### config.mk
export PLATFORM = sky130hd
export DESIGN_NAME = alu_writeback_stage_flat
export DESIGN_NICKNAME = d
export VERILOG_FILES = /design/src/rtl/alu_writeback_stage_pkg.sv /design/src/rtl/alu_writeback_stage_if.sv /design/src/rtl/alu_writeback_stage_wb_flag_gen.sv /design/src/rtl/alu_writeback_stage.sv /design/src/flat_wrapper.sv
export SDC_FILE = /design/constraint.sdc
export NUM_CORES = 1
export LEC_CHECK = 0
export CORE_MARGIN = 2
export CORE_UTILIZATION = 41
export DETAILED_ROUTE_END_ITERATION = 10
export GPL_TIMING_DRIVEN = 0
export MAX_ROUTING_LAYER = met4
export PLACE_DENSITY_LB_ADDON = 0.3
export SLEW_MARGIN = 20
export SYNTH_ARGS = -nofsm -noshare
export SYNTH_HDL_FRONTEND = slang
export SYNTH_SLANG_ARGS = --single-unit
### constraint.sdc
create_clock -name clk -period 2.6 [get_ports clk]
set_clock_uncertainty 0.15 [all_clocks]
set_input_delay 0.52 -clock clk [delete_from_list [all_inputs] [get_ports clk]]
set_output_delay 0.52 -clock clk [all_outputs]
set_load 0.03 [all_outputs]
### src/rtl/alu_writeback_stage_pkg.sv
// Shared constants and the writeback entry type for the execute/writeback boundary.
// The regfile and hazard unit import the same entry layout.
package alu_writeback_stage_pkg;

    localparam int WORD_SIZE  = 19;
    localparam int REG_ADDR_W = 4;
    localparam int DEPTH      = 2;

    localparam int FLAG_W = 3;
    localparam int FLAG_Z = 2;
    localparam int FLAG_N = 1;
    localparam int FLAG_P = 0;

    typedef struct packed {
        logic [WORD_SIZE-1:0]  result;
        logic [REG_ADDR_W-1:0] dest;
        logic                  we;
        logic                  flag_en;
        logic [FLAG_W-1:0]     flags;
    } wb_entry_t;

endpackage

### src/rtl/alu_writeback_stage_if.sv
// Handshake bundle between the ALU, the writeback stage and the register-file write port.
// The master side is the environment: it drives ALU results and register-file readiness.
interface alu_writeback_stage_if;
    import alu_writeback_stage_pkg::*;

    logic                  in_valid;
    logic                  in_ready;
    logic [WORD_SIZE-1:0]  in_result;
    logic [REG_ADDR_W-1:0] in_dest;
    logic                  in_we;
    logic                  in_flag_en;

    logic                  wb_valid;
    logic                  wb_ready;
    logic                  wb_we;
    logic [REG_ADDR_W-1:0] wb_addr;
    logic [WORD_SIZE-1:0]  wb_data;

    modport master (
        output in_valid, in_result, in_dest, in_we, in_flag_en, wb_ready,
        input  in_ready, wb_valid, wb_we, wb_addr, wb_data
    );

    modport slave (
        input  in_valid, in_result, in_dest, in_we, in_flag_en, wb_ready,
        output in_ready, wb_valid, wb_we, wb_addr, wb_data
    );

endinterface

### src/rtl/alu_writeback_stage_wb_flag_gen.sv
// Combinational {Z,N,P} status flags for one datapath word.
module wb_flag_gen
    import alu_writeback_stage_pkg::*;
(
    input  logic [WORD_SIZE-1:0] word,
    output logic [FLAG_W-1:0]    flags
);

    always_comb begin
        flags         = '0;
        flags[FLAG_Z] = (word == '0);
        flags[FLAG_N] = word[WORD_SIZE-1];
        flags[FLAG_P] = ~^word;
    end

endmodule

### src/rtl/alu_writeback_stage.sv
// Execute-to-writeback stage: 2-entry skid FIFO feeding the register-file write port,
// architectural flag update on retire, and a combinational forwarding lookup.
module alu_writeback_stage
    import alu_writeback_stage_pkg::*;
(
    input  logic                    clk,
    input  logic                    reset,
    alu_writeback_stage_if.slave    bus,
    input  logic                    flush,
    output logic [FLAG_W-1:0]       flags,
    input  logic [REG_ADDR_W-1:0]   fwd_addr,
    output logic                    fwd_hit,
    output logic [WORD_SIZE-1:0]    fwd_data
);

    localparam logic [1:0] FULL = 2'(DEPTH);

    wb_entry_t         entries [DEPTH];
    logic              rd_ptr;
    logic              wr_ptr;
    logic [1:0]        count;
    logic [1:0]        count_next;
    logic              ready_q;
    logic [FLAG_W-1:0] in_flags;
    wb_entry_t         new_entry;
    wb_entry_t         head;
    wb_entry_t         young;
    logic              accept;
    logic              retire;

    wb_flag_gen u_flag_gen (
        .word  (bus.in_result),
        .flags (in_flags)
    );

    always_comb begin
        new_entry         = '0;
        new_entry.result  = bus.in_result;
        new_entry.dest    = bus.in_dest;
        new_entry.we      = bus.in_we;
        new_entry.flag_en = bus.in_flag_en;
        new_entry.flags   = in_flags;
    end

    assign head   = entries[rd_ptr];
    assign young  = entries[rd_ptr + 1'b1];
    assign accept = bus.in_valid & ready_q & ~flush;
    assign retire = (count != 2'd0) & bus.wb_ready & ~flush;

    always_comb begin
        count_next = count;
        case ({accept, retire})
            2'b10:   count_next = count + 2'd1;
            2'b01:   count_next = count - 2'd1;
            default: count_next = count;
        endcase
    end

    // in_ready is a flop so it never sees wb_ready; a full FIFO stays closed for the retire cycle.
    always_ff @(posedge clk or negedge reset) begin
        if (!reset) begin
            for (int i = 0; i < DEPTH; i++) begin
                entries[i] <= '0;
            end
            rd_ptr  <= 1'b0;
            wr_ptr  <= 1'b0;
            count   <= 2'd0;
            ready_q <= 1'b1;
            flags   <= '0;
        end else if (flush) begin
            rd_ptr  <= 1'b0;
            wr_ptr  <= 1'b0;
            count   <= 2'd0;
            ready_q <= 1'b1;
        end else begin
            if (accept) begin
                entries[wr_ptr] <= new_entry;
                wr_ptr          <= wr_ptr + 1'b1;
            end
            if (retire) begin
                rd_ptr <= rd_ptr + 1'b1;
                if (head.flag_en) begin
                    flags <= head.flags;
                end
            end
            count   <= count_next;
            ready_q <= (count_next != FULL);
        end
    end

    assign bus.in_ready = ready_q;
    assign bus.wb_valid = (count != 2'd0);
    assign bus.wb_we    = bus.wb_valid ? head.we     : 1'b0;
    assign bus.wb_addr  = bus.wb_valid ? head.dest   : '0;
    assign bus.wb_data  = bus.wb_valid ? head.result : '0;

    // The younger entry is checked last so it overrides an older match to the same register.
    always_comb begin
        fwd_hit  = 1'b0;
        fwd_data = '0;
        if ((count != 2'd0) && head.we && (head.dest == fwd_addr)) begin
            fwd_hit  = 1'b1;
            fwd_data = head.result;
        end
        if ((count == FULL) && young.we && (young.dest == fwd_addr)) begin
            fwd_hit  = 1'b1;
            fwd_data = young.result;
        end
    end

endmodule

### src/flat_wrapper.sv
// flat-port wrapper written by rule: the top's interface ports become plain ports
module alu_writeback_stage_flat import alu_writeback_stage_pkg::*;
  (clk, reset, flush, flags, fwd_addr, fwd_hit, fwd_data, bus_in_valid, bus_in_result, bus_in_dest, bus_in_we, bus_in_flag_en, bus_wb_ready, bus_in_ready, bus_wb_valid, bus_wb_we, bus_wb_addr, bus_wb_data);
  alu_writeback_stage_if bus_i ();
  input  logic clk;
  input  logic reset;
  input  logic flush;
  output logic [FLAG_W-1:0] flags;
  input  logic [REG_ADDR_W-1:0] fwd_addr;
  output logic fwd_hit;
  output logic [WORD_SIZE-1:0] fwd_data;
  input wire logic [$bits(bus_i.in_valid)-1:0] bus_in_valid;
  input wire logic [$bits(bus_i.in_result)-1:0] bus_in_result;
  input wire logic [$bits(bus_i.in_dest)-1:0] bus_in_dest;
  input wire logic [$bits(bus_i.in_we)-1:0] bus_in_we;
  input wire logic [$bits(bus_i.in_flag_en)-1:0] bus_in_flag_en;
  input wire logic [$bits(bus_i.wb_ready)-1:0] bus_wb_ready;
  output wire logic [$bits(bus_i.in_ready)-1:0] bus_in_ready;
  output wire logic [$bits(bus_i.wb_valid)-1:0] bus_wb_valid;
  output wire logic [$bits(bus_i.wb_we)-1:0] bus_wb_we;
  output wire logic [$bits(bus_i.wb_addr)-1:0] bus_wb_addr;
  output wire logic [$bits(bus_i.wb_data)-1:0] bus_wb_data;
  assign bus_i.in_valid = bus_in_valid;
  assign bus_i.in_result = bus_in_result;
  assign bus_i.in_dest = bus_in_dest;
  assign bus_i.in_we = bus_in_we;
  assign bus_i.in_flag_en = bus_in_flag_en;
  assign bus_i.wb_ready = bus_wb_ready;
  assign bus_in_ready = bus_i.in_ready;
  assign bus_wb_valid = bus_i.wb_valid;
  assign bus_wb_we = bus_i.wb_we;
  assign bus_wb_addr = bus_i.wb_addr;
  assign bus_wb_data = bus_i.wb_data;
  alu_writeback_stage u_core (.clk(clk), .reset(reset), .bus(bus_i), .flush(flush), .flags(flags), .fwd_addr(fwd_addr), .fwd_hit(fwd_hit), .fwd_data(fwd_data));
endmodule
Word-level counts from Yosys, hierarchy flattened

Index checks and enable logic that the tools add are counted.

Input bits: 34
Output and inout port bits: 49
Flip-flop bits (word level): 64
Logic and storage cells: 72

Equality and inequality tests: 6
Bitwise logic cells: 8
Multiplexer cells: 23
$lt $le $gt $ge: 4
Reduce and logical (&&, ||, !) cells: 12
Add/subtract/negate cells: 4

Operators with widths:

| cell                  | number |
|---|---|
| $mux W28              | 7 |
| $mux W19              | 3 |
| $bwmux W56            | 1 |
| $demux W28 S1         | 1 |
| $logic_not A19 Y1     | 1 |
| $reduce_xnor A19 Y1   | 1 |
| $eq A4 B4 Y1          | 2 |
| $mux W1               | 8 |
| $ge A2 B2 Y1 const B  | 3 |
| $not A1 Y2            | 3 |
| $reduce_bool A2 Y1    | 3 |
| $logic_and A1 B1 Y1   | 5 |
| $and A1 B1 Y1         | 4 |
| $eq A2 B2 Y1 const B  | 2 |
| $mux W4               | 1 |
| $pmux W2 S2           | 1 |
| $reduce_and A3 Y1     | 1 |
| $add A1 B1 Y1 const B | 2 |
| $add A2 B1 Y2 const B | 1 |
| $eq A2 B1 Y1 const B  | 1 |
| $lt A2 B1 Y1 const B  | 1 |
| $mux W2               | 1 |
| $ne A2 B2 Y1 const B  | 1 |
| $reduce_and A2 Y1     | 1 |
| other kinds (2)       | 2 |

Logic depth before layout (Yosys ltp)

Gate-level depths: netlist of run 1.

Word-level depth: 8
Mapped depth: 9
Gate-level depth less buffers: 9

Hierarchy

A second synthesis of run 1 with hierarchy kept.

Cells, all modules: 398
Area, all modules: 4180.3 µm²

Modules (own cells, without submodules):

| module              | area an instance (µm²) | cells an instance | seq. area each (µm²) | times used |
|---|---|---|---|---|
| alu_writeback_stage | 3885.0                 | 358               | 1602.8               | 1 |
| wb_flag_gen         | 295.3                  | 40                | 0.0                  | 1 |

Least setup slack after synthesis of run 1

Ideal clock, no wire load.

Kind: register -> output
From: register u_core.count[0]
To: output port fwd_data[18]
Stages on the path, launching flop included: 8
Data required time: 1.930 ns
Path buffers: 1
Data arrival time: 1.760 ns
Setup slack: 0.170 ns
Path through: dfrtp_1 -> nor2_1 -> inv_1 -> nand2_1 -> clkbuf_1 -> nor3_1 -> o221ai_2 -> nand2_1

Cells in the longest elaborated chain, start to end: 5
Elaborated cells between the ends (all ways): 8
Those cells by class: eq/ne: 1; mux: 2; reduce/logical: 5

Ends and longest elaborated chain:

| element                          | line                       | text |
|---|---|---|
| start: declaration               | alu_writeback_stage.sv:21  | `logic [1:0] count;` |
| start signal: assignment         | alu_writeback_stage.sv:86  | `count <= count_next;` |
| $reduce_bool A2 Y1               | -                          |  |
| via bus_wb_valid                 | flat_wrapper.sv:19         | `output wire logic [$bits(bus_i.wb_valid)-1:0] bus_wb_valid;` |
| $logic_and A1 B1 Y1 (2 in a row) | alu_writeback_stage.sv:101 | `if ((count != 2'd0) && head.we && (head.dest == fwd_addr)) begin` |
| $mux W19                         | alu_writeback_stage.sv:101 |  |
| $mux W19                         | alu_writeback_stage.sv:105 | `if ((count == FULL) && young.we && (young.dest == fwd_addr)) begin` |
| end: declaration                 | flat_wrapper.sv:11         | `output logic [WORD_SIZE-1:0] fwd_data;` |

The timed path passes the listed nets, and every way through them passes these cells.

Final worst setup path of run 1

From: register u_core.rd_ptr
To: output port fwd_data[4]

Cells in the longest elaborated chain, start to end: 8
Elaborated cells between the ends (all ways): 17
Those cells by class: add/sub: 1; eq/ne: 2; mux: 8; bitwise: 2; reduce/logical: 4

Ends and longest elaborated chain:

| element                                                             | line                                                   | text |
|---|---|---|
| start: declaration                                                  | alu_writeback_stage.sv:19                              | `logic rd_ptr;` |
| start signal: assignment                                            | alu_writeback_stage.sv:81                              | `rd_ptr <= rd_ptr + 1'b1;` |
| $add A1 B1 Y1 / $not A1 Y2 (equally long branches)                  | alu_writeback_stage.sv:46, alu_writeback_stage.sv:45   |  |
| $not A1 Y2 (not written as such) / $mux W28 (equally long branches) | alu_writeback_stage.sv:46, alu_writeback_stage.sv:45   |  |
| $mux W28, on equally long branches (2 in a row)                     | alu_writeback_stage.sv:46, alu_writeback_stage.sv:45   |  |
| $mux W28 (not written as such), or another cell as far along        | alu_writeback_stage.sv:46                              | `assign young = entries[rd_ptr + 1'b1];` |
| $eq A4 B4 Y1, or another cell as far along                          | alu_writeback_stage.sv:105                             |  |
| $logic_and A1 B1 Y1 / $mux W19 (equally long branches)              | alu_writeback_stage.sv:105, alu_writeback_stage.sv:101 |  |
| $mux W19 (*)                                                        | alu_writeback_stage.sv:105                             |  |

Every way passes the cells marked *; elsewhere a longest branch is shown, timed or not. The select of a mux whose other input is x is not followed.

==> impl_metrics.py, run 1 <==
metrics = {
    "status": {
        "status": "complete, but fails checks",
        "violations": "negative setup slack",
    },
    "yosys": {
        "synth_top_area_cell": "dfrtp_1",
        "avgSynthCellArea_um2": 8.948,
        "synth_area_leaders": "dfrtp_1 (37%), mux2_2 (9.5%), nand2_1 (7.4%), nand2b_1 (5.7%), nor3_1 (4.8%)",
        "synth_top_cell_area_share_pct": 36.85,
        "yosys_warnings": 0,
        "syn_area_um2": 4143,
        "yosysUniqueCellTypes": 29,
        "ys_ff_latch": 62,
        "async_flop_share_pct": 100.0,
        "synth-edff-count": 0,
        "synth_common_cells": "nand2_1 (82), dfrtp_1 (61), nor3_1 (40)",
        "yosysMostFrequentCell": "nand2_1",
        "synth_nets": 507,
        "synth_cells": 463,
        "ys_seq_area_share_pct": 37.48,
        "synth_top_flop_cell": "dfrtp_1",
    },
    "global_routing": {
        "grt_antenna_before_repair": 0,
        "grt_pass1_wl_um": 20990,
        "grt.total_usage_pct": 25.22,
        "overflow": 0,
        "grt_max_degree": 43,
        "grt_pass1_vias": 4121,
    },
    "critical_path": {
        "cp.depth": 11,
        "r2r_end": "u_core.entries[36]$_DFFE_PN0P_",
        "crit_top_cell": "buf_6",
        "path_cells": "buf_6 -> buf_12 -> mux2i_4 -> xnor2_2 -> nor3_4 -> buf_12 -> buf_6 -> buf_6 -> o221ai_2 -> nand2_1 -> buf_6",
        "cp_num_buf_inv": 6,
        "crit_start": "u_core.rd_ptr$_DFFE_PN0P_",
        "critPathTopFamily": "buffers and inverters",
        "required_ns": 1.93,
        "cp_max_fo": 9,
        "reg2regPathDepth": 6,
        "endpoint": "fwd_data[4]",
        "critPathMaxStageDelay_ns": 0.40,
        "path_class": "reg2out",
        "timing.rr.start": "u_core.bus.in_ready$_DFF_PN1_",
        "r2r_slack_ns": 0.28,
        "arrival_ns": 2.26,
        "critPathCaptureType": "output port",
        "cpMaxStageDelayCell": "dfrtp_1",
        "cp-start-kind": "register",
    },
    "pwr": {
        "power.density_nw_per_um2": 783.0,
        "ir_drop_uv": 464.4,
        "switching_share_pct": 40.77,
        "p_leak_uw": 0.002424,
        "p_clk_share_pct": 21.3,
        "seqPwrFrac_pct": 33.6,
        "internal_power_uw": 2642,
        "power.switching_uw": 1819,
        "power_frac_comb_pct": 45.2,
        "total_power_uw": 4461,
    },
    "sta": {
        "tightest_slew_ns": 0.5894,
        "rsz0062_at_grt": "yes",
        "slew_violations": 0,
        "setup_ws_ns": -0.3303,
        "finalSetupViolations": 29,
        "hold_violations": 0,
        "fin_crit_ns": 2.930,
        "fin_crit_sh_pct": 112.7,
        "max-slew-margin-rel_pct": 60.41,
        "fmax_ghz": 0.3413,
    },
    "die": {
        "boundaryPins": 83,
        "die_area_um2": 10920,
        "start_util_pct": 42.38,
        "die_h_um": 104.5,
        "chipWidth_um": 104.5,
        "rows": 36,
        "core-area_um2": 9774,
    },
    "cts": {
        "cts_buffer_depth": 2,
        "path_clk_slew_ns": 0.07,
        "clock-sinks": 62,
        "cts_tree": "built",
        "htree_levels": 3,
        "clockRootBuffer": "clkbuf_8",
        "clock_latency_ns": 0.34,
        "cts_buffers": 9,
    },
    "hold_path": {
        "hold-path-cell-count": 2,
        "min_path_type": "reg2reg",
    },
    "layout": {
        "stdcell_count": 705,
        "multiInputGateArea_um2": 2487,
        "seq_area_um2": 1553,
        "area_growth_pct": 37.54,
        "final_cell_area_um2": 5698,
        "fill_cells": 831,
        "layout.nets": 611,
        "final_layout_size_suffix_gt1_share_pct": 29.02,
        "n_antenna_cell": 0,
    },
    "detailed_routing": {
        "wl_per_cell_um": 18.73,
        "drc": 0,
        "via_per_inst": 5.631,
        "final_antenna_net_count": 0,
        "dr.pass1.iters": 5,
        "via_count": 3970,
        "first_iter_violations": 326,
        "drt-total-wl_um": 13210,
    },
    "placement": {
        "hpwl_um": 8960,
        "placed_cells": 679,
        "place_area_um2": 5147,
        "place_ws_ns": -1.007,
        "gp_congestion": 0.8690,
        "port_buffers": 82,
    },
    "run": {
        "drv_cap": 0,
    },
}
==> logic make-up (layout without fill, tap and decap cells) <==
group	after synthesis	after routing	synth area share, %
multiplexers	48	48	12.75
XOR/XNOR	21	21	4.440
adder cells (fa/ha/maj)	10	10	3.020
buffers and inverters	58	167	6.463
AO/OA/AOI/OAI	82	82	15.10
flip-flops	62	62	37.48
AND/OR/NAND/NOR	182	182	20.75
==> cell usage in the layout (no fill, tap or decap), types with 10 or more instances in the layout <==
master	instances
a21oi_1	21
dfrtp_1	61
nand2_1	80
buf_2	14
clkbuf_8	11
clkdlybuf4s15_2	10
o21ai_0	20
buf_6	27
clkdlybuf4s50_1	37
mux2_2	35
inv_1	22
ha_1	10
nand2b_1	38
a211o_1	19
nor3_1	37
nor2_1	14
o221ai_2	19
==> repair_timing <==
item                                    CTS  global route
resized for setup                       270            23
hold endpoints to repair                 20             0
hold buffers                              1             0
gates cloned                              4             0
buffers inserted                          5             0
pin swaps                                14             1
endpoints found under the setup margin   44            39
==> layout make-up <==
type	instances	share of cell area, %
multi-input cells	343	43.65
flip-flops and latches	62	27.25
repair buffers	93	16.12
plain buffers	36	4.831
well taps	133	2.921
clock buffers	12	2.547
inverters	22	1.449
clock inverters	4	1.230
==> flip-flops by register name (all words and copies together) (netlist names) <==
name	cells
u_core.flags	3
u_core.entries	54
u_core.wr_ptr	1
u_core.count	2
u_core.rd_ptr	1
u_core.bus.in_ready	1
==> worst min path at each step <==
stage / startpoint / end / slack [ns]
final: u_core.entries[24]$_DFFE_PN0P_ / u_core.entries[24]$_DFFE_PN0P_ / 0.36
after global routing: u_core.entries[30]$_DFFE_PN0P_ / u_core.entries[30]$_DFFE_PN0P_ / 0.37
after CTS: u_core.entries[0]$_DFFE_PN0P_ / u_core.entries[0]$_DFFE_PN0P_ / 0.36
after detailed placement: reset / u_core.entries[42]$_DFFE_PN0P_ / 0.29
after global placement: u_core.entries[0]$_DFFE_PN0P_ / u_core.entries[0]$_DFFE_PN0P_ / 0.32
after floorplan: reset / u_core.count[0]$_DFF_PN0_ / 0.07
==> tightest hold or removal path, stage by stage (launching register included) <==
cell     delay, ns
dfrtp_1       0.36
nand2_1       0.05
o21ai_0       0.06
==> layer usage <==
metal  routed length, µm  up-vias  global-route usage (%)
met5                   0        -                       -
met4                 253        0                   8.784
met2                6268      221                   39.22
met1                5596     1919                   32.38
li1                    -     1805                       -
met3                1086       25                   5.764
==> per-stage QoR <==
stage / setup TNS (ns) / utilization, % / hold slack, ns
finish: -6.604 / 58.29 / 0.3583
global route: -8.699 / 58.29 / 0.3728
CTS: -6.183 / 58.31 / 0.3567
detailed placement: -26.17 / 52.66 / 0.2868
global placement: -97.64 / 52.48 / 0.3182
floorplan: 0 / - / 0.07441
==> power by group through the flow <==
stage               Combinational, µW  Clock [µW]  Sequential, µW
floorplan                        1160           0            1480
global placement                 1750           0            1470
detailed placement               1790           0            1490
CTS                              1980         960            1490
global route                     2150        1010            1530
finish                           2020         948            1500
Note: power is estimated with default switching activity, not from simulation.
==> inputs of run 2 (changes only) <==
Settings changed: CAP_MARGIN from default to 30.
==> results of run 2 <==
Same layout as run 1: the final DEF is identical, and so are final timing and power.
==> inputs of run 3 (changes only) <==
Settings changed: CORE_ASPECT_RATIO from default to 1.2.
==> impl_metrics.py, run 3 (synthesized netlist as in run 1, its figures left out) <==
metrics = {
    "cts": {
        "htree_levels": 3,
        "clockRootBuffer": "clkbuf_16",
        "path_clk_slew_ns": 0.05,
        "clock_latency_ns": 0.34,
        "cts_tree": "built",
        "cts_buffer_depth": 2,
        "clock-sinks": 62,
        "cts_buffers": 9,
    },
    "global_routing": {
        "grt_antenna_before_repair": 0,
        "grt.total_usage_pct": 25.67,
        "overflow": 0,
        "grt_max_degree": 34,
        "grt_pass1_vias": 4108,
        "grt_pass1_wl_um": 20620,
    },
    "sta": {
        "setup_tns_ns": -6.412,
        "fin_crit_ns": 2.960,
        "slew_violations": 0,
        "finalSetupViolations": 21,
        "holdWs_ns": 0.3466,
        "fmax_ghz": 0.3378,
        "hold_violations": 0,
        "rsz0062_at_grt": "yes",
        "max-slew-margin-rel_pct": 56.91,
        "tightest_slew_ns": 0.6415,
        "fin_crit_sh_pct": 113.9,
        "setup_ws_ns": -0.3601,
    },
    "status": {
        "status": "complete, but fails checks",
        "violations": "negative setup slack",
    },
    "layout": {
        "layout.nets": 613,
        "n_antenna_cell": 0,
        "stdcell_count": 700,
        "final_common_cell": "nand2_1",
        "area_growth_pct": 41.65,
        "largest_register": "u_core.entries",
        "largest_register_ffs": 54,
        "fill_cells": 834,
        "largestRegisters": "u_core.entries: 54 flops, u_core.flags: 3 flops, u_core.count: 2 flops",
        "final_layout_size_suffix_gt1_share_pct": 31.71,
        "final_cell_mix": "nand2_1 (75), dfrtp_1 (61), nor3_1 (37), clkdlybuf4s50_1 (37), nand2b_1 (36)",
    },
    "critical_path": {
        "cp-start-kind": "register",
        "endpoint": "fwd_data[3]",
        "crit_start": "u_core.rd_ptr$_DFFE_PN0P_",
        "cp_max_fo": 7,
        "r2r_end": "u_core.entries[50]$_DFFE_PN0P_",
        "required_ns": 1.93,
        "timing.rr.start": "u_core.bus.in_ready$_DFF_PN1_",
        "arrival_ns": 2.29,
        "r2r_slack_ns": 0.34,
        "reg2regPathDepth": 6,
        "path_class": "reg2out",
        "critPathCaptureType": "output port",
    },
    "pwr": {
        "total_power_uw": 4814,
        "p_leak_uw": 0.002521,
        "ir_drop_uv": 475.6,
        "power.density_nw_per_um2": 820.4,
    },
    "hold_path": {
        "min_path_type": "reg2reg",
    },
    "detailed_routing": {
        "via_count": 3965,
        "drc": 0,
        "wl_per_cell_um": 18.86,
        "dr.pass1.iters": 7,
        "first_iter_violations": 328,
        "final_antenna_net_count": 0,
        "via_per_inst": 5.664,
        "drt-total-wl_um": 13200,
    },
    "placement": {
        "gp_congestion": 0.8653,
        "port_buffers": 82,
        "hpwl_um": 8870,
        "place_ws_ns": -0.9825,
        "placed_cells": 672,
    },
    "die": {
        "die_area_um2": 10930,
        "chipWidth_um": 95.76,
        "core-area_um2": 9910,
        "die_h_um": 114.1,
        "boundaryPins": 83,
        "start_util_pct": 41.81,
        "rows": 40,
    },
    "run": {
        "drv_cap": 0,
    },
}
-- run 3: stage by stage --
step	area, µm²	utilization, %
after CTS	5737	57.89
after global placement	5121	51.68
after global routing	5868	59.22
after detailed placement	5139	51.86
final	5868	59.22
after floorplan	4143	-
-- run 3: how the worst min path moves through the flow --
stage / end / cells past startpoint / slack (ns) / startpoint
2_1_floorplan: u_core.count[0]$_DFF_PN0_ / 0 / 0.07 / reset
3_3_place_gp: u_core.entries[0]$_DFFE_PN0P_ / 2 / 0.32 / u_core.entries[0]$_DFFE_PN0P_
3_5_place_dp: u_core.entries[0]$_DFFE_PN0P_ / 2 / 0.33 / u_core.entries[0]$_DFFE_PN0P_
4_1_cts: u_core.entries[0]$_DFFE_PN0P_ / 2 / 0.35 / u_core.entries[0]$_DFFE_PN0P_
5_1_grt: u_core.entries[30]$_DFFE_PN0P_ / 1 / 0.37 / u_core.entries[30]$_DFFE_PN0P_
6_report: u_core.entries[0]$_DFFE_PN0P_ / 2 / 0.35 / u_core.entries[0]$_DFFE_PN0P_
-- run 3: repair_timing --
action | 4_1_cts | 5_1_grt
setup endpoints to repair | 45 | 35
hold buffers | 1 | 0
gates resized for setup | 270 | 70
pin swaps | 12 | 8
endpoints found under the hold margin | 28 | 0
setup buffers | 4 | 3
cloned | 3 | 1
-- run 3: routing by layer --
metal	track usage [%]	part of all wire [%]
met1	30.83	41
met2	41.63	51
met3	4.740	5.8
met4	11.71	2.2
met5	-	0
-- run 3: final cells by class --
| class | count | area [µm²] | share of cell area, % |
|---|---|---|---|
| plain buffers | 36 | 279.0 | 4.755 |
| well taps | 126 | 157.7 | 2.687 |
| clock buffers | 14 | 284.0 | 4.840 |
| repair buffers | 95 | 927.1 | 15.80 |
| inverters | 22 | 82.58 | 1.407 |
| multi-input cells | 343 | 2547 | 43.41 |
| flip-flops and latches | 62 | 1553 | 26.46 |
| clock inverters | 2 | 37.54 | 0.6397 |
-- run 3: where the power goes --
part / total (µW) / switching (µW) / internal (µW)
Sequential: 1510 / 250 / 1260
Combinational: 2030 / 1200 / 837
Clock: 1270 / 427 / 846
-- run 3: critical path, cell delays in order, from the launching register on --
cell and delay [ns]:
dfrtp_1 0.37, buf_2 0.19, mux2i_2 0.30, xnor2_2 0.12, buf_4 0.17, buf_12 0.13, nor3_1 0.25, o221ai_2 0.17
nand2_2 0.11, buf_6 0.13
